<file path="src/rtl/lab_cfg_pkg.sv">
// Shared types and constants for the LAB configuration loader.
// LAB_CFG_READBACK_EN adds the VERIFY state used by CRC readback.
package lab_cfg_pkg;

  localparam logic [15:0] CRC_POLY = 16'h1021;
  localparam logic [15:0] CRC_INIT = 16'hFFFF;

`ifdef LAB_CFG_READBACK_EN
  typedef enum logic [2:0] {
    IDLE   = 3'd0,
    FETCH  = 3'd1,
    SHIFT  = 3'd2,
    VERIFY = 3'd3,
    DONE   = 3'd4
  } state_t;
`else
  typedef enum logic [2:0] {
    IDLE  = 3'd0,
    FETCH = 3'd1,
    SHIFT = 3'd2,
    DONE  = 3'd4
  } state_t;
`endif

  // One step of an MSB-first CRC-16 register with serial input din.
  function automatic logic [15:0] crc16_step(input logic [15:0] crc, input logic din);
    logic fb;
    fb = crc[15] ^ din;
    return {crc[14:0], 1'b0} ^ (fb ? CRC_POLY : 16'h0000);
  endfunction

endpackage

</file>
<file path="src/rtl/lab_cfg_crc16.sv">
// Bit-serial CRC-16 accumulator: clear loads CRC_INIT, enable folds in one bit.
import lab_cfg_pkg::*;

module lab_cfg_crc16 (
  input  logic        clk,
  input  logic        srst,
  input  logic        clear,
  input  logic        en,
  input  logic        din,
  output logic [15:0] crc
);

  logic [15:0] crc_reg;

  always_ff @(posedge clk) begin
    if (srst) begin
      crc_reg <= '0;
    end else if (clear) begin
      crc_reg <= CRC_INIT;
    end else if (en) begin
      crc_reg <= crc16_step(crc_reg, din);
    end
  end

  assign crc = crc_reg;

endmodule

</file>
<file path="src/rtl/lab_config_loader.sv">
// Streams bitstream words LSB-first into a LAB scan chain of CHAIN_LEN bits.
// Define LAB_CFG_READBACK_EN to add a recirculating CRC readback check (VERIFY).
import lab_cfg_pkg::*;

module lab_config_loader #(
  parameter int CHAIN_LEN = 256,
  parameter int WORD_W    = 16
) (
  input  logic              config_clk,
  input  logic              config_rst,
  input  logic              start,
  input  logic              abort,
  input  logic [WORD_W-1:0] word_data,
  input  logic              word_valid,
  output logic              word_ready,
  output logic              cfg_in,
  output logic              cfg_en,
  input  logic              cfg_out,
  output logic              busy,
  output logic              done,
  output logic              error
);

  localparam int CNT_W = $clog2(CHAIN_LEN + 1);
  localparam int BW    = (WORD_W > 1) ? $clog2(WORD_W) : 1;

  state_t            state_reg, state_next;
  logic [WORD_W-1:0] word_reg;
  logic [BW-1:0]     bit_idx_reg;
  logic [CNT_W-1:0]  bit_cnt_reg;
  logic              done_reg;
  logic              error_reg;

  logic load_word;
  logic shift_en;
  logic cnt_en;
  logic start_accept;
  logic last_chain_bit;
  logic last_word_bit;

  assign last_chain_bit = (bit_cnt_reg == CNT_W'(CHAIN_LEN - 1));
  assign last_word_bit  = (bit_idx_reg == BW'(WORD_W - 1));
  assign start_accept   = (state_reg == IDLE) && start && !abort;

`ifdef LAB_CFG_READBACK_EN
  logic        verify_en;
  logic [15:0] crc_tx;
  logic [15:0] crc_rx;

  assign cnt_en = shift_en | verify_en;

  lab_cfg_crc16 u_crc_tx (
    .clk   (config_clk),
    .srst  (config_rst),
    .clear (start_accept),
    .en    (shift_en),
    .din   (cfg_in),
    .crc   (crc_tx)
  );

  lab_cfg_crc16 u_crc_rx (
    .clk   (config_clk),
    .srst  (config_rst),
    .clear (start_accept),
    .en    (verify_en),
    .din   (cfg_out),
    .crc   (crc_rx)
  );

  assign busy = (state_reg == FETCH) || (state_reg == SHIFT) || (state_reg == VERIFY);
`else
  logic unused_cfg_out;
  assign unused_cfg_out = cfg_out;
  assign cnt_en         = shift_en;
  assign busy           = (state_reg == FETCH) || (state_reg == SHIFT);
`endif

  always_comb begin
    state_next = state_reg;
    word_ready = 1'b0;
    cfg_en     = 1'b0;
    cfg_in     = 1'b0;
    load_word  = 1'b0;
    shift_en   = 1'b0;
`ifdef LAB_CFG_READBACK_EN
    verify_en  = 1'b0;
`endif
    case (state_reg)
      IDLE: begin
        if (start) state_next = FETCH;
      end
      FETCH: begin
        word_ready = 1'b1;
        if (word_valid) begin
          load_word  = 1'b1;
          state_next = SHIFT;
        end
      end
      SHIFT: begin
        cfg_en   = 1'b1;
        cfg_in   = word_reg[0];
        shift_en = 1'b1;
        if (last_chain_bit) begin
`ifdef LAB_CFG_READBACK_EN
          state_next = VERIFY;
`else
          state_next = DONE;
`endif
        end else if (last_word_bit) begin
          // Prefetch the next word on the final bit so shifting has no bubble.
          word_ready = 1'b1;
          if (word_valid) load_word = 1'b1;
          else            state_next = FETCH;
        end
      end
`ifdef LAB_CFG_READBACK_EN
      VERIFY: begin
        // Feed the tail back to the head so a full pass restores the chain.
        cfg_en    = 1'b1;
        cfg_in    = cfg_out;
        verify_en = 1'b1;
        if (last_chain_bit) state_next = DONE;
      end
`endif
      DONE: begin
        state_next = IDLE;
      end
      default: begin
        state_next = IDLE;
      end
    endcase
    // Abort and reset override everything; the chain must never see cfg_en then.
    if (abort || config_rst) begin
      state_next = IDLE;
      word_ready = 1'b0;
      cfg_en     = 1'b0;
      cfg_in     = 1'b0;
      load_word  = 1'b0;
      shift_en   = 1'b0;
`ifdef LAB_CFG_READBACK_EN
      verify_en  = 1'b0;
`endif
    end
  end

  always_ff @(posedge config_clk) begin
    if (config_rst) begin
      state_reg   <= IDLE;
      word_reg    <= '0;
      bit_idx_reg <= '0;
      bit_cnt_reg <= '0;
      done_reg    <= 1'b0;
      error_reg   <= 1'b0;
    end else begin
      state_reg <= state_next;

      if (abort) begin
        error_reg <= 1'b1;
        done_reg  <= 1'b0;
      end else if (start_accept) begin
        done_reg  <= 1'b0;
        error_reg <= 1'b0;
      end else if (state_reg == DONE) begin
        done_reg <= 1'b1;
`ifdef LAB_CFG_READBACK_EN
        if (crc_tx != crc_rx) error_reg <= 1'b1;
`endif
      end

      if (load_word) begin
        word_reg    <= word_data;
        bit_idx_reg <= '0;
      end else if (shift_en) begin
        word_reg    <= word_reg >> 1;
        bit_idx_reg <= bit_idx_reg + BW'(1);
      end

      // Wraps to zero after the last bit so VERIFY starts a fresh count.
      if (start_accept) begin
        bit_cnt_reg <= '0;
      end else if (cnt_en) begin
        bit_cnt_reg <= last_chain_bit ? '0 : bit_cnt_reg + CNT_W'(1);
      end
    end
  end

  assign done  = done_reg;
  assign error = error_reg;

endmodule
</file>
<file path="config.mk">
export PLATFORM = sky130hd
export DESIGN_NAME = lab_config_loader
export DESIGN_NICKNAME = d
export VERILOG_FILES = /design/src/rtl/lab_cfg_pkg.sv /design/src/rtl/lab_cfg_crc16.sv /design/src/rtl/lab_config_loader.sv
export SDC_FILE = /design/constraint.sdc
export NUM_CORES = 1
export LEC_CHECK = 0
export CORE_MARGIN = 2
export CORE_UTILIZATION = 50
export CTS_CLUSTER_DIAMETER = 40
export CTS_CLUSTER_SIZE = 28
export DETAILED_ROUTE_END_ITERATION = 7
export PLACE_DENSITY = 0.74
export SLEW_MARGIN = 30
export SYNTH_ARGS = -nofsm -noshare
export SYNTH_HDL_FRONTEND = slang
export SYNTH_HIERARCHICAL = 1
export SYNTH_SLANG_ARGS = --single-unit
</file>
<file path="constraint.sdc">
create_clock -name config_clk -period 2.6 [get_ports config_clk]
set_input_delay 0.52 -clock config_clk [delete_from_list [all_inputs] [get_ports config_clk]]
set_output_delay 0.52 -clock config_clk [all_outputs]
set_load 0.01 [all_outputs]
</file>
==> impl_summary.txt <==
----------------------------------------------------
[Logic synthesis]
  Cell Area, Synth ... around 1600 µm²
  Arithmetic-cell share of the synthesized area counting full adders, half adders and majority gates ... about 1.6%
  Post-synth top area share ... a little over two fifths
  Main area contributors after synthesis ... sky130_fd_sc_hd__dfxtp_1 (43%), sky130_fd_sc_hd__mux2i_1 (9.4%), sky130_fd_sc_hd__nand3_1 (6.6%)
  Total nets after synthesis ... between 150 and 200
  Yosys warning total ... 6
  Total of flip-flops plus latches after synthesis ... 34
  Compound-gate portion of the synthesized area ... between 10% and 20%
  Cell type with the largest total area after synthesis ... sky130_fd_sc_hd__dfxtp_1
  XOR/XNOR Fraction of Synth Area ... under 10%
  Number of cells produced by synthesis ... ~170
  Average footprint of a synthesized cell ... 9.53 µm²
  Post-synthesis mux area share ... a little under a tenth
  Post-synth cell types ... 42
  Share of synthesized area occupied by flip-flops and latches ... a little over two fifths
  Area fraction in and, or, nand and nor cells after synthesis ... approximately a fifth
  Main combinational cell family by area after synthesis ... simple AND/OR/NAND/NOR gates

[Power]
  Maximum vdd drop ... about 0.32 mV
  Clock network fraction of total power ... between 30% and 40%
  Seq pwr share ... roughly 58%
  P per Cell Area ... roughly 460 nW/µm²
  Standby leakage power ... between 0.6 and 0.7 nW
  Switching part of the total power ... around 23%
  Internal power consumption ... slightly above 0.0007 W
  Combinational cell fraction of total power ... under 10%
  Power dissipated by switching net loads ... about 0.00021 W

[Critical path]
  Crit-path leading delay family ... simple AND/OR/NAND/NOR gates
  Arrival time reported for the critical path endpoint ... between 1.5 and 2 ns
  Class of the most critical setup path ... reg2out
  Biggest fanout along the worst timing path ... 4
  Buffer and inverter count on the worst path ... 1
  Slowest library cell on the worst path ... sky130_fd_sc_hd__dfxtp_1
  Required time of the critical path ... around 2.1 ns
  Crit start category ... flop
  Critical path capture point type ... output pin
  Critical-path cell list ... ha_2 > and4b_1 > and2_1 > o31ai_4 > and2_1 > dlygate4sd2_1
  Peak per-stage delay on the critical path ... 0.36 ns
  Critical path's most frequent cell ... sky130_fd_sc_hd__and2_1

[GRT]
  Overall overflow remaining after global route ... 0
  Antenna violations before repair ... 0
  First-pass GRT wire length ... 5690 µm
  Pin count of the biggest net entering global routing ... 25
  Vias in the first global route ... roughly 1300
  Gr usage total ... between 20% and 30%

[CTS]
  TritonCTS buffer count ... 5
  Clock-pin transition on the worst setup and hold timing paths ... ~0.1 ns
  Postcts setup bufs ... 0
  Hold_buf cts ... 0
  Root Buffer ... sky130_fd_sc_hd__clkbuf_4
  Number of levels in the clock H-tree ... 2
  Sink count of the clock tree ... 34
  Deepest clock path buffer count ... 2
  CTS tree ... yes
  Clk Latency, worst-skew pair ... 0.33 ns

[Timing]
  Setup violation total in the final timing report ... 0
  Upper clock frequency limit ... between 0.4 and 0.5 GHz
  Worst-Margin Slew ... between 0.5 and 0.6 ns
  Clock tree skew after final layout ... around 0.0074 ns
  Worst rel slew slack ... around 66%
  Pins Over Slew Limit ... 0
  Final Hold Vio Count ... 0
  Fin crit share ... about 94%
  Post-layout min period ... 2.45 ns
  Setup repair after global routing missed its margin ... false
  Tightest hold margin ... approximately 0.46 ns
  Final total negative setup slack ... 0 ns

[Cells and area]
  Ratio of cells with drive above 1 in the final layout ... 13.4%
  Area Growth Syn to Fin ... 23.2%
  Final antenna diode count ... 0
  Filler cell count in the final layout ... about 280
  Final Core Density ... about 65%
  Number of flip-flops under the largest register name ... 16
  Post-layout net count ... 224

[Detailed routing]
  DRT iter0 DRCs ... about 110
  Via-per-instance ratio ... 5.47
  Total via count in the routed design ... ~1300
  Pre-antenna DRT Iters ... 4
  Routed wire per std cell ... ~14 µm
  Aggregate routed wire length ... ~3400 µm
  Remaining routing DRC violations ... 0
  Remaining number of nets flagged by the antenna check after routing ... 0

[Floorplan]
  DIE WIDTH ... slightly above 60 µm
  Initial cell density of the core ... 52.4%
  # IOs ... 28
  Cell row count ... 20
  Core box area ... 3050 µm²
  Floorplan die area ... 3670 µm²
  Die Span Y ... just over 60 µm

[Place]
  Weighted congestion reported at the end of routability-driven placement ... roughly 0.82
  Number of port buffers ... 26
  Detailed placer's ending HPWL ... between 2000 and 2500 µm

[Status]
  Status ... complete, no violations

[Run]
  Max-cap violations ... 0

[Worst hold path]
  Class of the most critical hold timing path ... reg2reg

----------------------------------------------------
[final timing paths]
path,cells past startpoint,slack (ns),end,startpoint
max,6,0.15,word_ready,bit_cnt_reg[0]$_SDFFE_PP0P_
min,1,0.46,bit_cnt_reg[8]$_SDFFE_PP0P_,bit_cnt_reg[8]$_SDFFE_PP0P_
max reg2reg,7,0.47,bit_cnt_reg[7]$_SDFFE_PP0P_,state_reg[1]$_SDFFE_PP0P_
min reg2reg,1,0.46,bit_cnt_reg[8]$_SDFFE_PP0P_,bit_cnt_reg[8]$_SDFFE_PP0P_
[power by group through the flow]
stage / sequential [W] / combinational (W) / clock [W]
after floorplan: 0.000542 / 0.0000350 / 0
after CTS: 0.000531 / 0.0000840 / 0.000310
after global placement: 0.000542 / 0.0000816 / 0
after global routing: 0.000532 / 0.0000908 / 0.000343
after detailed placement: 0.000543 / 0.0000837 / 0
final: 0.000530 / 0.0000838 / 0.000299
[cells in the mapped netlist, drive strengths merged]
cell and n:
xnor2 2, buf 5, ha 2, or3b 2, mux2i 15, nor2 12
a21oi 5, a22oi 1, a31oi 1, and4 1, a22o 1, o21a 1
nand4 3, clkbuf 3, and2 3, o211ai 1, o31ai 15, o21ai 4
nand3b 1, nand2 10, and4b 1, nor3 6, nor3b 1, inv 3
or3 2, o211a 1, o311a 1, nand3 21, or2 2, and3 1
xor2 6, a21boi 1, dfxtp 34
[stage by stage]
stage	worst slack (ns)	instance area, µm²	instances	power, W
2_1_floorplan	0.622	1600	168	0.000577
3_3_place_gp	0.156	1910	237	0.000624
3_5_place_dp	0.0953	1910	237	0.000626
4_1_cts	0.136	1970	245	0.000925
5_1_grt	0.0437	1970	245	0.000965
6_report	0.145	1970	245	0.000914
[final cells by class]
| class | count | area [µm²] | share of cell area, % |
|---|---|---|---|
| Sequential cell | 34 | 681 | 34.5 |
| Clock inverter | 1 | 5.00 | 0.254 |
| Clock buffer | 7 | 55.1 | 2.79 |
| Tap cell | 44 | 55.1 | 2.79 |
| Timing Repair Buffer | 33 | 312 | 15.8 |
| Multi-Input combinational cell | 123 | 853 | 43.3 |
| Inverter | 3 | 11.3 | 0.571 |
[cell usage in the layout (no fill, tap or decap), drive strengths merged, types with 2 or more instances in the layout]
cell type / Yosys / final
buf: 5 / 7
xor2: 6 / 6
and2: 3 / 3
clkbuf: 3 / 7
nor3: 6 / 6
o21ai: 4 / 4
inv: 3 / 3
clkdlybuf4s50: 0 / 25
a21oi: 5 / 5
nand3: 21 / 21
or3b: 2 / 2
dfxtp: 34 / 34
o31ai: 15 / 15
nand4: 3 / 3
or3: 2 / 2
xnor2: 2 / 2
or2: 2 / 2
ha: 2 / 2
nand2: 10 / 10
nor2: 12 / 12
mux2i: 15 / 15
[timing repair]
item                                    CTS  global route
endpoints found under the hold margin     0             0
endpoints found under the setup margin    1             0
resized for setup                         2             0
[metal layers]
layer / GRT usage (%) / vias to the layer above / wire length, µm
met2: 33.9 / 35 / 1580
met3: 6.61 / 5 / 189
li1: - / 682 / -
met4: 7.45 / 0 / 48
met5: 0 / - / 0
met1: 26.3 / 617 / 1540
[logic make-up (layout without fill, tap and decap cells)]
kind of cell,count (synthesis),count (layout)
and+or+nand+nor,66,66
DFF,34,34
AOI/OAI and AO/OA,32,32
muxes,15,15
buffers and inverters,11,44
xor gates and xnor gates,8,8
adders and majority gates,2,2
(Power assumes the default switching activity.)
